`config.mk`:
```
export PLATFORM = sky130hd
export DESIGN_NAME = rtc_timekeeper
export DESIGN_NICKNAME = d
export VERILOG_FILES = /design/src/rtl/rtc_timekeeper_pkg.sv /design/src/rtl/rtc_timekeeper_wrap_counter.sv /design/src/rtl/rtc_timekeeper.sv
export SDC_FILE = /design/constraint.sdc
export NUM_CORES = 1
export LEC_CHECK = 0
export ABC_CLOCK_PERIOD_IN_PS = 2800
export CAP_MARGIN = 20
export CORE_AREA = 5 5 75 70
export DETAILED_ROUTE_END_ITERATION = 8
export DIE_AREA = 0 0 80 75
export PLACE_DENSITY_LB_ADDON = 0.25
export SETUP_SLACK_MARGIN = 0.15
export SLEW_MARGIN = 40
export SYNTH_ARGS = -nofsm -noshare
export SYNTH_HDL_FRONTEND = slang
export SYNTH_SLANG_ARGS = --single-unit
```
`constraint.sdc`:
```
create_clock -name clk -period 2.8 [get_ports clk]
set_clock_uncertainty 0.1 [all_clocks]
set_input_delay 0.84 -clock clk [delete_from_list [all_inputs] [get_ports clk]]
set_output_delay 0.84 -clock clk [all_outputs]
set_load 0.05 [all_outputs]
```
`src/rtl/rtc_timekeeper_pkg.sv`:
```
// Shared time-of-day constants, widths and the packed time record.
// Also provides the range check used to validate a time load.
package clock_pkg;

  localparam int unsigned SEC_MAX = 59;
  localparam int unsigned MIN_MAX = 59;
  localparam int unsigned HR_MAX  = 23;

  localparam int unsigned SEC_W = 6;
  localparam int unsigned MIN_W = 6;
  localparam int unsigned HR_W  = 5;

  typedef struct packed {
    logic [HR_W-1:0]  hr;
    logic [MIN_W-1:0] min;
    logic [SEC_W-1:0] sec;
  } time_t;

  function automatic logic time_valid(input time_t t);
    return (t.hr <= HR_W'(HR_MAX)) && (t.min <= MIN_W'(MIN_MAX)) &&
           (t.sec <= SEC_W'(SEC_MAX));
  endfunction

endpackage

```
`src/rtl/rtc_timekeeper_wrap_counter.sv`:
```
// Modulo-(MAX+1) counter with synchronous load; carry is high while the
// counter is incremented from MAX back to zero.
module wrap_counter #(
  parameter int unsigned MAX = 59,
  parameter int unsigned W   = 6
) (
  input  logic         clk,
  input  logic         reset,
  input  logic         inc,
  input  logic         load,
  input  logic [W-1:0] load_val,
  output logic [W-1:0] value,
  output logic         carry
);

  assign carry = inc && (value == W'(MAX));

  always_ff @(posedge clk or negedge reset) begin
    if (!reset) begin
      value <= '0;
    end else if (load) begin
      value <= load_val;
    end else if (inc) begin
      value <= carry ? '0 : value + 1'b1;
    end
  end

endmodule

```
`src/rtl/rtc_timekeeper.sv`:
```
// Wall-clock timekeeper: prescaler to a 1 Hz advance, chained sec/min/hour
// counters, validated load, 12/24-hour display, minute alarm and day pulse.
module rtc_timekeeper
  import clock_pkg::*;
#(
  parameter int unsigned TICKS_PER_SEC = 1
) (
  input  logic             clk,
  input  logic             reset,
  input  logic             run,
  input  logic             mode_12h,
  input  logic             load,
  input  logic [HR_W-1:0]  set_hr,
  input  logic [MIN_W-1:0] set_min,
  input  logic [SEC_W-1:0] set_sec,
  input  logic             alarm_en,
  input  logic [HR_W-1:0]  alarm_hr,
  input  logic [MIN_W-1:0] alarm_min,
  output logic [SEC_W-1:0] sec,
  output logic [MIN_W-1:0] min,
  output logic [HR_W-1:0]  hr,
  output logic             pm,
  output logic             sec_tick,
  output logic             day_tick,
  output logic             alarm,
  output logic             load_err
);

  localparam int unsigned PW = (TICKS_PER_SEC > 1) ? $clog2(TICKS_PER_SEC) : 1;
  localparam logic [PW-1:0] PCNT_LAST = PW'(TICKS_PER_SEC - 1);

  time_t        set_t, cur;
  logic [PW-1:0] pcnt;
  logic         set_ok, load_ok, wrap, adv;
  logic         sec_c, min_c, hr_c;
  logic [MIN_W-1:0] nxt_min;
  logic [HR_W-1:0]  nxt_hr;
  logic         alarm_hit;

  assign set_t   = '{hr: set_hr, min: set_min, sec: set_sec};
  assign set_ok  = time_valid(set_t);
  assign load_ok = load && set_ok;
  assign wrap    = run && (pcnt == PCNT_LAST);
  // An accepted load pre-empts the advance that would otherwise happen
  assign adv     = wrap && !load_ok;

  always_ff @(posedge clk or negedge reset) begin
    if (!reset) begin
      pcnt <= '0;
    end else if (load_ok) begin
      pcnt <= '0;
    end else if (run) begin
      pcnt <= wrap ? '0 : pcnt + 1'b1;
    end
  end

  wrap_counter #(.MAX(SEC_MAX), .W(SEC_W)) u_sec (
    .clk(clk), .reset(reset), .inc(adv), .load(load_ok),
    .load_val(set_sec), .value(cur.sec), .carry(sec_c)
  );
  wrap_counter #(.MAX(MIN_MAX), .W(MIN_W)) u_min (
    .clk(clk), .reset(reset), .inc(sec_c), .load(load_ok),
    .load_val(set_min), .value(cur.min), .carry(min_c)
  );
  wrap_counter #(.MAX(HR_MAX), .W(HR_W)) u_hr (
    .clk(clk), .reset(reset), .inc(min_c), .load(load_ok),
    .load_val(set_hr), .value(cur.hr), .carry(hr_c)
  );

  // Alarm compares against the time the advance is about to produce
  always_comb begin
    nxt_min   = min_c ? '0 : cur.min + 1'b1;
    nxt_hr    = hr_c ? '0 : (min_c ? cur.hr + 1'b1 : cur.hr);
    alarm_hit = sec_c && alarm_en && (alarm_hr == nxt_hr) && (alarm_min == nxt_min);
  end

  always_ff @(posedge clk or negedge reset) begin
    if (!reset) begin
      sec_tick <= 1'b0;
      day_tick <= 1'b0;
      alarm    <= 1'b0;
      load_err <= 1'b0;
    end else begin
      sec_tick <= adv;
      day_tick <= hr_c;
      alarm    <= alarm_hit;
      load_err <= load && !set_ok;
    end
  end

  always_comb begin
    sec = cur.sec;
    min = cur.min;
    pm  = (cur.hr >= HR_W'(12));
    hr  = cur.hr;
    if (mode_12h) begin
      if (cur.hr == '0)              hr = HR_W'(12);
      else if (cur.hr > HR_W'(12))   hr = cur.hr - HR_W'(12);
    end
  end

endmodule

```
==> qor.log <==
[global_routing] vias in the first global route 2044
[yosys] syn avg cell area 7.730 µm²
[critical_path] Worst Setup End Kind register
[critical_path] worst-path cell with the longest stage delay sky130_fd_sc_hd__or4b_4
[clock_network] Clk Latency, worst-skew pair 0.27 ns
[clock_network] total number of H-tree levels 1
[yosys] Yosys reg bits 22
[clock_network] Clock transition at path regs 0.08 ns
[yosys] number of unique standard cell types used by synthesis 47
[critical_path] Crit Path Max Fanout 5
[sta] unrepaired setup endpoints after global routing true
[layout] Layout Cells excl Fill 369
[sta] slew at the pin with the worst max-slew slack 0.5040 ns
[layout] highest-count cells in the layout ignoring fill and taps 36 x sky130_fd_sc_hd__clkdlybuf4s50_1, 34 x sky130_fd_sc_hd__buf_4, 30 x sky130_fd_sc_hd__nand2_1
[layout] Design Area, Final 0.002775 mm²
[sta] Final Hold Violating Endpoints 0
[clock_network] number of buffers inserted for hold repair after clock tree synthesis 0
[drt] Wirelength per Cell 15.29 µm
[yosys] Synth warnings 0
[critical_path] critical path cell sequence buf_6 -> nand2b_4 -> or4_4 -> or4b_4 -> o21bai_4 -> nor2_2 -> and3b_1 -> nor4_2
[layout] layout cell share with drive strength beyond 1 25.08%
[critical_path] Largest delay share family, worst path simple AND/OR/NAND/NOR gates
[power_and_ir_drop] switching share of power 43.00%
[floorplanning] standard-cell rows 23
[power_and_ir_drop] power per unit of standard cell area 513.9 mW/mm²
[drt] vias per std cell 5.621
[placed_design] placed wire-length estimate after detailed placement 4.151 mm
[drt] drt total wl 5.641 mm
[drt] first-pass detailed-route iteration total 4
[status] result of the run complete, no violations
[placed_design] final weighted congestion in routability-driven placement 0.8513
[power_and_ir_drop] internal power 812.9 µW
[clock_network] maximum clock insertion buffer count 2
[floorplanning] Top Ports 56
[power_and_ir_drop] combinational share of power 53.2%
[sta] Slew HR 66.29%
[drt] drc violations 0
[run] count of maximum capacitance violations 0
[power_and_ir_drop] share of total power in the clock network 16.8%
[critical_path] Worst Path Buf+Inv 1
[yosys] Main synth FF type sky130_fd_sc_hd__dfrtp_1
[floorplanning] die width 80 µm
[yosys] summed instance area of the synthesized netlist 0.001824 mm²
[sta] sum of negative setup slack 0 ns
[sta] highest clock frequency the design can meet 368.9 MHz
[floorplanning] Std-Cell Core Area 0.004374 mm²
[layout] Area Overhead vs Synth 52.13%
[clock_network] CTS tree built
[yosys] Post-synth EDFFs 0
[sta] count of endpoints failing setup in the final report 0
[global_routing] total routing resource utilization after global routing 19.86%
[critical_path] data required time of the worst path 2.88 ns
[hold_path] Tightest Hold Check Type register to register
[yosys] biggest area consumer among synthesized cells sky130_fd_sc_hd__dfrtp_1
[placed_design] instance area at placement 0.002596 mm²
[placed_design] minimum setup slack after placement -0.6099 ns
[power_and_ir_drop] sequential fraction of design power 30.1%
[yosys] area share of the largest cell type after synthesis 30.18%
[yosys] proportion of synthesized chip area in sequential cells 30.18%
[yosys] share of flip-flops with an asynchronous set or reset 100.0%
[power_and_ir_drop] IR Drop Worst-Case VDD 0.4788 mV
[sta] fin crit share 96.81%
[clock_network] number of clock buffers inserted by TritonCTS 3
[global_routing] global-route wire length before repair 9.439 mm
[critical_path] crit path launch type primary input
[power_and_ir_drop] net switching power of the design 613.3 µW
[clock_network] number of clock sinks seen by CTS 22
[layout] final-stage net count 349
[placed_design] count of buffers inserted at the top-level ports 55
[sta] Final Max Tran Viols 0
[global_routing] number of antenna violations at the first check in global routing 0
[drt] drt first-iter violations 201
[floorplanning] area enclosed by the die boundary 0.006000 mm²
[layout] number of antenna cells inserted 0
[global_routing] maximum number of pins on one net before global-route repair 23
[drt] routed vias 2074
[layout] commonest non-fill, non-tap cell in the layout sky130_fd_sc_hd__clkdlybuf4s50_1
[power_and_ir_drop] leakage component of the power 0.001148 µW
[yosys] number of instances in the synthesized netlist 236
[yosys] synthesized netlist net count 277
[drt] Post-DRT Antenna Nets 0
[critical_path] Largest stage delay, worst path 0.58 ns
[floorplanning] Die H 75 µm
[yosys] cell types occupying the most area after synthesis sky130_fd_sc_hd__dfrtp_1 30%, sky130_fd_sc_hd__nand2_1 6.8%, sky130_fd_sc_hd__a21oi_1 4.9%
[critical_path] data arrival time of the critical path 2.79 ns
[floorplanning] Initial Utilization 41.70%
[power_and_ir_drop] overall power after layout 1426 µW
[sta] post-route setup slack 0.08942 ns
[global_routing] global-route congestion overflow total 0
[critical_path] critical path class primary input to register
[clock_network] CTS root buffer sky130_fd_sc_hd__clkbuf_8
[sta] min Tclk post-route 2.711 ns
[placed_design] Placed Cells incl. Taps 358
==> stage by stage <==
| stage | hold WS [ns] | utilization [%] |
|---|---|---|
| 5_1_grt | 0.4889 | 63.44 |
| 2_1_floorplan | 0.4281 | - |
| 6_report | 0.4649 | 63.44 |
| 3_5_place_dp | 0.4529 | 59.35 |
| 4_1_cts | 0.4698 | 63.27 |
| 3_3_place_gp | 0.4413 | 59.35 |
==> repair_timing <==
| item | CTS | global route |
|---|---|---|
| pin swaps | 12 | 2 |
| buffers inserted | 6 | 1 |
| resized for setup | 46 | 0 |
| setup endpoints to repair | 9 | 5 |
==> area by class of cell <==
class	instances	area (µm²)
clock buffers	4	55.05
fillers	390	1599
inverters	8	30.03
multi-input cells	183	1201
flip-flops and latches	22	551.8
well taps	62	77.57
repair buffers	90	859.6
==> state kept, by name, indices dropped and copies added, names as in the netlist <==
name	count
load_err	1
sec_tick	1
u_hr.value	5
day_tick	1
u_sec.value	6
alarm	1
u_min.value	6
pcnt	1
==> synth_stat cells, drive strengths merged (2+ instances only) <==
cell and instances:
a211oi 2, a21oi 18, a31oi 8, and3 4, buf 17, clkbuf 6
dfrtp 22, ha 7, inv 8, mux2 3, nand2 33, nand2b 2
nand3 13, nand4 5, nor2 20, nor2b 2, nor3 10, nor4 3
o211ai 4, o21a 2, o21ai 14, o311ai 3, o31ai 3, or2 2
or4 2, xnor2 6, xor2 4
==> power by group through the flow <==
stage / Sequential (µW) / Combinational (µW) / Clock (µW)
6_report: 429 / 758 / 239
3_3_place_gp: 432 / 699 / 0
4_1_cts: 428 / 751 / 248
3_5_place_dp: 434 / 709 / 0
5_1_grt: 439 / 810 / 261
2_1_floorplan: 417 / 461 / 0
==> final timing paths <==
| path | startpoint | endpoint | slack (ns) | cells past startpoint |
|---|---|---|---|---|
| hold reg to reg | pcnt$_DFFE_PN0P_ | pcnt$_DFFE_PN0P_ | 0.46 | 1 |
| max in group asynchronous | reset | u_hr.value[2]$_DFFE_PN0P_ | 1.52 | 2 |
| setup reg to reg | u_sec.value[0]$_DFFE_PN0P_ | alarm$_DFF_PN0_ | 0.11 | 8 |
| hold / removal | pcnt$_DFFE_PN0P_ | pcnt$_DFFE_PN0P_ | 0.46 | 1 |
| min in group asynchronous | reset | alarm$_DFF_PN0_ | 0.82 | 2 |
| setup / recovery | run | alarm$_DFF_PN0_ | 0.09 | 8 |
==> layer usage <==
layer | part of all wire (%) | track usage, % | vias up
met1 | 46 | 27.56 | 984
met5 | 0 | 0 | -
met2 | 46 | 31.43 | 88
met4 | 1.7 | 6.754 | 0
li1 | - | - | 993
met3 | 6.5 | 3.589 | 9
==> cell families (layout without fill, tap and decap cells) <==
family / Yosys count / in the layout / synth area share, %
AO/OA/AOI/OAI: 60 / 60 / 20.85
XOR/XNOR: 10 / 10 / 4.801
adder cells (fa/ha/maj): 7 / 7 / 4.801
buffers and inverters: 31 / 102 / 9.533
flip-flops: 22 / 22 / 30.18
multiplexers: 3 / 3 / 1.852
AND/OR/NAND/NOR: 103 / 103 / 27.98
No activity file was read; power rests on OpenSTA's default activity.
